[config.mk]
export PLATFORM = sky130hd
export DESIGN_NAME = instr_fetch
export DESIGN_NICKNAME = d
export VERILOG_FILES = /design/src/rtl/instr_fetch_pkg.sv /design/src/rtl/instr_fetch_pc_next.sv /design/src/rtl/instr_fetch.sv
export SDC_FILE = /design/constraint.sdc
export NUM_CORES = 1
export LEC_CHECK = 0
export BUFFER_PORTS_ARGS = -buffer_cell sky130_fd_sc_hd__buf_2
export CORE_MARGIN = 2
export CORE_UTILIZATION = 52
export DETAILED_ROUTE_END_ITERATION = 7
export GPL_ROUTABILITY_DRIVEN = 0
export PLACE_DENSITY = 0.87
export SYNTH_ARGS = -nofsm -noshare
export SYNTH_HDL_FRONTEND = slang
export SYNTH_HIERARCHICAL = 1
export SYNTH_SLANG_ARGS = --single-unit
[constraint.sdc]
create_clock -name clk -period 4 [get_ports clk]
set_input_delay 0.2 -clock clk [delete_from_list [all_inputs] [get_ports clk]]
set_output_delay 0.2 -clock clk [all_outputs]
set_load 0.05 [all_outputs]
[src/rtl/instr_fetch_pkg.sv]
// Shared fetch-stage types and constants: FSM state, instruction field
// positions and the PC increments used for sequential fetch and R15 reads.
package instr_fetch_pkg;

  typedef enum logic {
    FETCH = 1'b0,
    ISSUE = 1'b1
  } fetch_state_e;

  // MSB of each decoded field inside the 32-bit instruction word
  localparam int COND_MSB  = 31;
  localparam int OP_MSB    = 27;
  localparam int FUNCT_MSB = 25;
  localparam int RD_MSB    = 15;

  // Sequential fetch step and the architectural R15 read offset
  localparam int PC_INC     = 4;
  localparam int PC_R15_OFS = 8;

endpackage

[src/rtl/instr_fetch_pc_next.sv]
// Combinational next-PC selection: sequential pc+4 or a word-aligned
// datapath target, plus the pc+8 value read as R15. Flags targets whose
// low two bits had to be dropped.
module instr_fetch_pc_next
  import instr_fetch_pkg::*;
#(
  parameter int ADDR_W = 32
) (
  input  logic [ADDR_W-1:0] pc,
  input  logic              pc_src,
  input  logic [ADDR_W-1:0] result,
  output logic [ADDR_W-1:0] next_pc,
  output logic [ADDR_W-1:0] pc_plus8,
  output logic              misalign
);

  // Targets are forced to a word boundary; increments wrap naturally.
  always_comb begin
    next_pc  = pc_src ? {result[ADDR_W-1:2], 2'b00} : pc + ADDR_W'(PC_INC);
    pc_plus8 = pc + ADDR_W'(PC_R15_OFS);
    misalign = pc_src & (|result[1:0]);
  end

endmodule

[src/rtl/instr_fetch.sv]
// Fetch stage: holds the PC, reads one word per instruction from
// instruction memory, latches it in the instruction register and hands
// the decoded fields to control through a valid/accept handshake.
module instr_fetch
  import instr_fetch_pkg::*;
#(
  parameter int                ADDR_W   = 32,
  parameter logic [ADDR_W-1:0] RESET_PC = '0
) (
  input  logic              clk,
  input  logic              reset,
  output logic              imem_req,
  output logic [ADDR_W-1:0] imem_addr,
  input  logic              imem_ready,
  input  logic [31:0]       imem_rdata,
  output logic              instr_valid,
  input  logic              instr_accept,
  input  logic              pc_src,
  input  logic [ADDR_W-1:0] result,
  output logic [31:0]       instr,
  output logic [3:0]        cond,
  output logic [1:0]        op,
  output logic [5:0]        funct,
  output logic [3:0]        rd,
  output logic [ADDR_W-1:0] pc,
  output logic [ADDR_W-1:0] pc_plus8,
  output logic              align_err
);

  fetch_state_e      state, state_n;
  logic              capture, accept_fire, misalign;
  logic [ADDR_W-1:0] next_pc;

  instr_fetch_pc_next #(.ADDR_W(ADDR_W)) u_pc_next (
    .pc       (pc),
    .pc_src   (pc_src),
    .result   (result),
    .next_pc  (next_pc),
    .pc_plus8 (pc_plus8),
    .misalign (misalign)
  );

  // FSM state register
  always_ff @(posedge clk) begin
    if (reset) state <= FETCH;
    else       state <= state_n;
  end

  // Next state and handshake outputs; responses outside FETCH and
  // accepts outside ISSUE are simply not looked at.
  always_comb begin
    state_n     = state;
    imem_req    = 1'b0;
    instr_valid = 1'b0;
    capture     = 1'b0;
    accept_fire = 1'b0;
    unique case (state)
      FETCH: begin
        imem_req = 1'b1;
        if (imem_ready) begin
          capture = 1'b1;
          state_n = ISSUE;
        end
      end
      ISSUE: begin
        instr_valid = 1'b1;
        if (instr_accept) begin
          accept_fire = 1'b1;
          state_n     = FETCH;
        end
      end
      default: state_n = FETCH;
    endcase
  end

  // PC, instruction register and one-cycle misalignment pulse
  always_ff @(posedge clk) begin
    if (reset) begin
      pc        <= RESET_PC;
      instr     <= 32'h0;
      align_err <= 1'b0;
    end else begin
      if (capture)     instr <= imem_rdata;
      if (accept_fire) pc    <= next_pc;
      align_err <= accept_fire & misalign;
    end
  end

  assign imem_addr = pc;

  // Fields come from the held instruction, never straight from memory
  assign cond  = instr[COND_MSB  -: 4];
  assign op    = instr[OP_MSB    -: 2];
  assign funct = instr[FUNCT_MSB -: 6];
  assign rd    = instr[RD_MSB    -: 4];

endmodule

==> results.sh <==
export IMPL_holdCritStartpoint="imem_rdata[8]"
export IMPL_rsz0062_at_grt="false"
export IMPL_netlist_area_mm2=0.00495
export IMPL_cap_violations=0
export IMPL_port_buffers=215
export IMPL_fmaxAchievable_mhz=343
export IMPL_clockBufferDepth=2
export IMPL_row_count=35
export IMPL_drc_errors=0
export IMPL_yosysSeqAreaShare_pct=26.7
export IMPL_areaGrowthSynthToFinish_pct=16.1
export IMPL_power_leakage_nw=2.56
export IMPL_synthCells=597
export IMPL_numCtsBuffers=9
export IMPL_hold_path_depth=3
export IMPL_clock_latency_ns=0.34
export IMPL_yosysWarnings=6
export IMPL_endpoint_kind="primary output"
export IMPL_ir_drop_mv=0.211
export IMPL_layoutNonFillerInstCount=854
export IMPL_reg2reg_from="imem_addr[2]$_SDFFE_PP0P_"
export IMPL_r2r_setup_slack_ns=1.51
export IMPL_cts_sinks=66
export IMPL_grt_start_max_net_pins=102
export IMPL_antenna_found_initial=0
export IMPL_drt_iter0_drc=319
export IMPL_die_h_um=102
export IMPL_timing_final_hold_violations=0
export IMPL_track_usage_pct=25.5
export IMPL_syn_nets=669
export IMPL_required_ns=3.80
export IMPL_syn_area_per_cell_um2=8.30
export IMPL_drt_total_wl_um=13700
export IMPL_setup_viol=0
export IMPL_synth_edf_count=0
export IMPL_grt_pass1_wl_um=21400
export IMPL_ys_flop_type="dfxtp_1"
export IMPL_ys_seq_elements=66
export IMPL_first_pass_iters=5
export IMPL_worst_hold_slack_ns=0.121
export IMPL_core_area_mm2=0.00924
export IMPL_path_max_fanout=10
export IMPL_detail_route_antenna_nets=0
export IMPL_via_count=4827
export IMPL_cp_arrival_ns=2.72
export IMPL_fin_crit_sh_pct=72.9
export IMPL_dp_cells=838
export IMPL_synth_cell_type_count=47
export IMPL_cts_hold_buf=0
export IMPL_diodes=0
export IMPL_worst_pin_slew_ns=1.21
export IMPL_period_minus_slack_ns=2.92
export IMPL_wl_per_cell_um=16.1
export IMPL_fp_dieW_um=102
export IMPL_die_area_mm2=0.0103
export IMPL_crit_start="imem_addr[5]$_SDFFE_PP0P_"
export IMPL_cts_tree="done"
export IMPL_tns_ns=0
export IMPL_r2r_cells=7
export IMPL_utilization_pct=62.3
export IMPL_powerDensity_mw_per_mm2=318
export IMPL_grt_pass1_vias=4419
export IMPL_initial_core_util_pct=53.6
export IMPL_final_max_slew_viol_count=0
export IMPL_cts_resized=0
export IMPL_post_cts_buffers=0
export IMPL_cts_max_level=3
export IMPL_path_class="reg -> out"
export IMPL_hold_path_class="in -> reg"
export IMPL_cts_root_buffer="clkbuf_8"
export IMPL_async_reset_ff_share_pct=0
export IMPL_relSlewSlack_pct=19.4
export IMPL_status="finished, final reports clean"
export IMPL_r2r_end="imem_addr[30]$_SDFFE_PP0P_"
export IMPL_fin_skew_ns=0.0122
export IMPL_vias_per_cell=5.65
export IMPL_start_kind="register"
export IMPL_fin_nets=792
export IMPL_drive_above_1_share_pct=38.9
export IMPL_clkTransAtPathRegs_ns=0.08
export IMPL_pin_count=216
export IMPL_grt_remaining_overflow=0
export IMPL_holdPathEnd="instr[8]$_SDFFE_PP0P_"
export IMPL_hpwl_um=9500
==> state kept, by name, indices dropped and copies added (netlist names) <==
name       flops
imem_addr     32
instr         32
align_err      1
state          1
==> layout make-up <==
class / instances / area (um2)
fill: 805 / 3490
multi-input combinational: 412 / 2890
sequential: 66 / 1330
timing repair buffer: 217 / 1090
tap: 129 / 161
clock buffer: 10 / 149
clock inverter: 6 / 87.6
inverter: 14 / 52.6
==> stage by stage <==
step	setup slack, ns	cell area (um2)	power (W)
floorplan	1.18	4950	0.00110
global placement	1.69	5520	0.00116
detailed placement	1.52	5520	0.00117
CTS	1.14	5750	0.00184
global route	0.912	5750	0.00189
finish	1.08	5750	0.00183
==> layer usage <==
| metal | part of all wire, % | vias up | wire length [um] | global-route usage (%) |
|---|---|---|---|---|
| met5 | 0 | - | 0 | 0 |
| met4 | 2.6 | 0 | 353 | 10.6 |
| met3 | 8.9 | 36 | 1230 | 4.76 |
| met2 | 48 | 283 | 6630 | 42.6 |
| met1 | 40 | 2219 | 5530 | 32.4 |
| li1 | - | 2289 | - | - |
==> cell usage in the layout (no fill, tap or decap), types with 2 or more instances in the layout <==
cell and n:
ha_1 3, nand4_2 3, nor2_1 22, nand4bb_1 32, nand3_1 49, nor4_1 6, o21ai_0 41, buf_4 2
xnor2_1 29, clkinv_4 2, nand4_1 21, nand2_1 43, xor2_1 13, a31oi_1 3, nor3_1 7, o21ai_1 8
nor4_2 2, bufinv_16 2, inv_1 14, clkinv_2 2, buf_2 215, a211o_1 7, a21o_1 2, a21bo_1 26
a21bo_2 6, nor3_2 3, clkbuf_8 9, a21oi_2 26, nand2b_1 34, a21oi_1 7, dfxtp_1 65, nor2b_1 3
nor4_4 2
==> kinds of logic (layout without fill, tap and decap cells) <==
| logic type | after synthesis | in the layout | synth area share, % |
|---|---|---|---|
| buffers and inverters | 119 | 247 | 15.1 |
| adders and majority gates | 3 | 3 | 0.758 |
| DFF | 66 | 66 | 26.7 |
| muxes | 1 | 1 | 0.227 |
| AOI/OAI and AO/OA | 131 | 131 | 19.6 |
| xor gates and xnor gates | 42 | 42 | 7.42 |
| and+or+nand+nor | 235 | 235 | 30.3 |
==> synth_stat cells, types with 8 or more instances <==
cell	n	area (um2)
xnor2_1	29	254
o21ai_1	8	40.0
clkbuf_1	21	78.8
buf_2	17	85.1
nand2b_1	34	213
a21bo_1	26	260
nand3_1	49	245
nand2_1	43	161
dfxtp_1	66	1320
buf_4	52	390
nand4_1	21	131
o21ai_0	41	205
inv_1	14	52.6
nor2_1	22	82.6
a21oi_2	26	228
xor2_1	13	114
nand4bb_1	32	360
==> power breakdown <==
group | internal (W) | leakage, nW | switching (W)
Combinational | 0.000120 | 1.90 | 0.000302
Sequential | 0.000686 | 0.539 | 0.0000524
Clock | 0.000389 | 0.121 | 0.000282
==> worst max-delay path, stage by stage (launching register included) <==
cell,delay (ns)
dfxtp_1,0.54
nand3_1,0.33
nor3_1,0.80
nand3_1,0.20
xnor2_1,0.21
buf_2,0.29
==> how the worst max path moves through the flow <==
stage               slack [ns]           end  depth (start not counted)
global route              0.91  pc_plus8[28]                          5
CTS                       1.14  pc_plus8[30]                          5
floorplan                 1.18  pc_plus8[28]                          5
finish                    1.08  pc_plus8[30]                          5
detailed placement        1.52  pc_plus8[30]                          5
global placement          1.69  pc_plus8[28]                          5
Note: power is estimated with default switching activity, not from simulation.
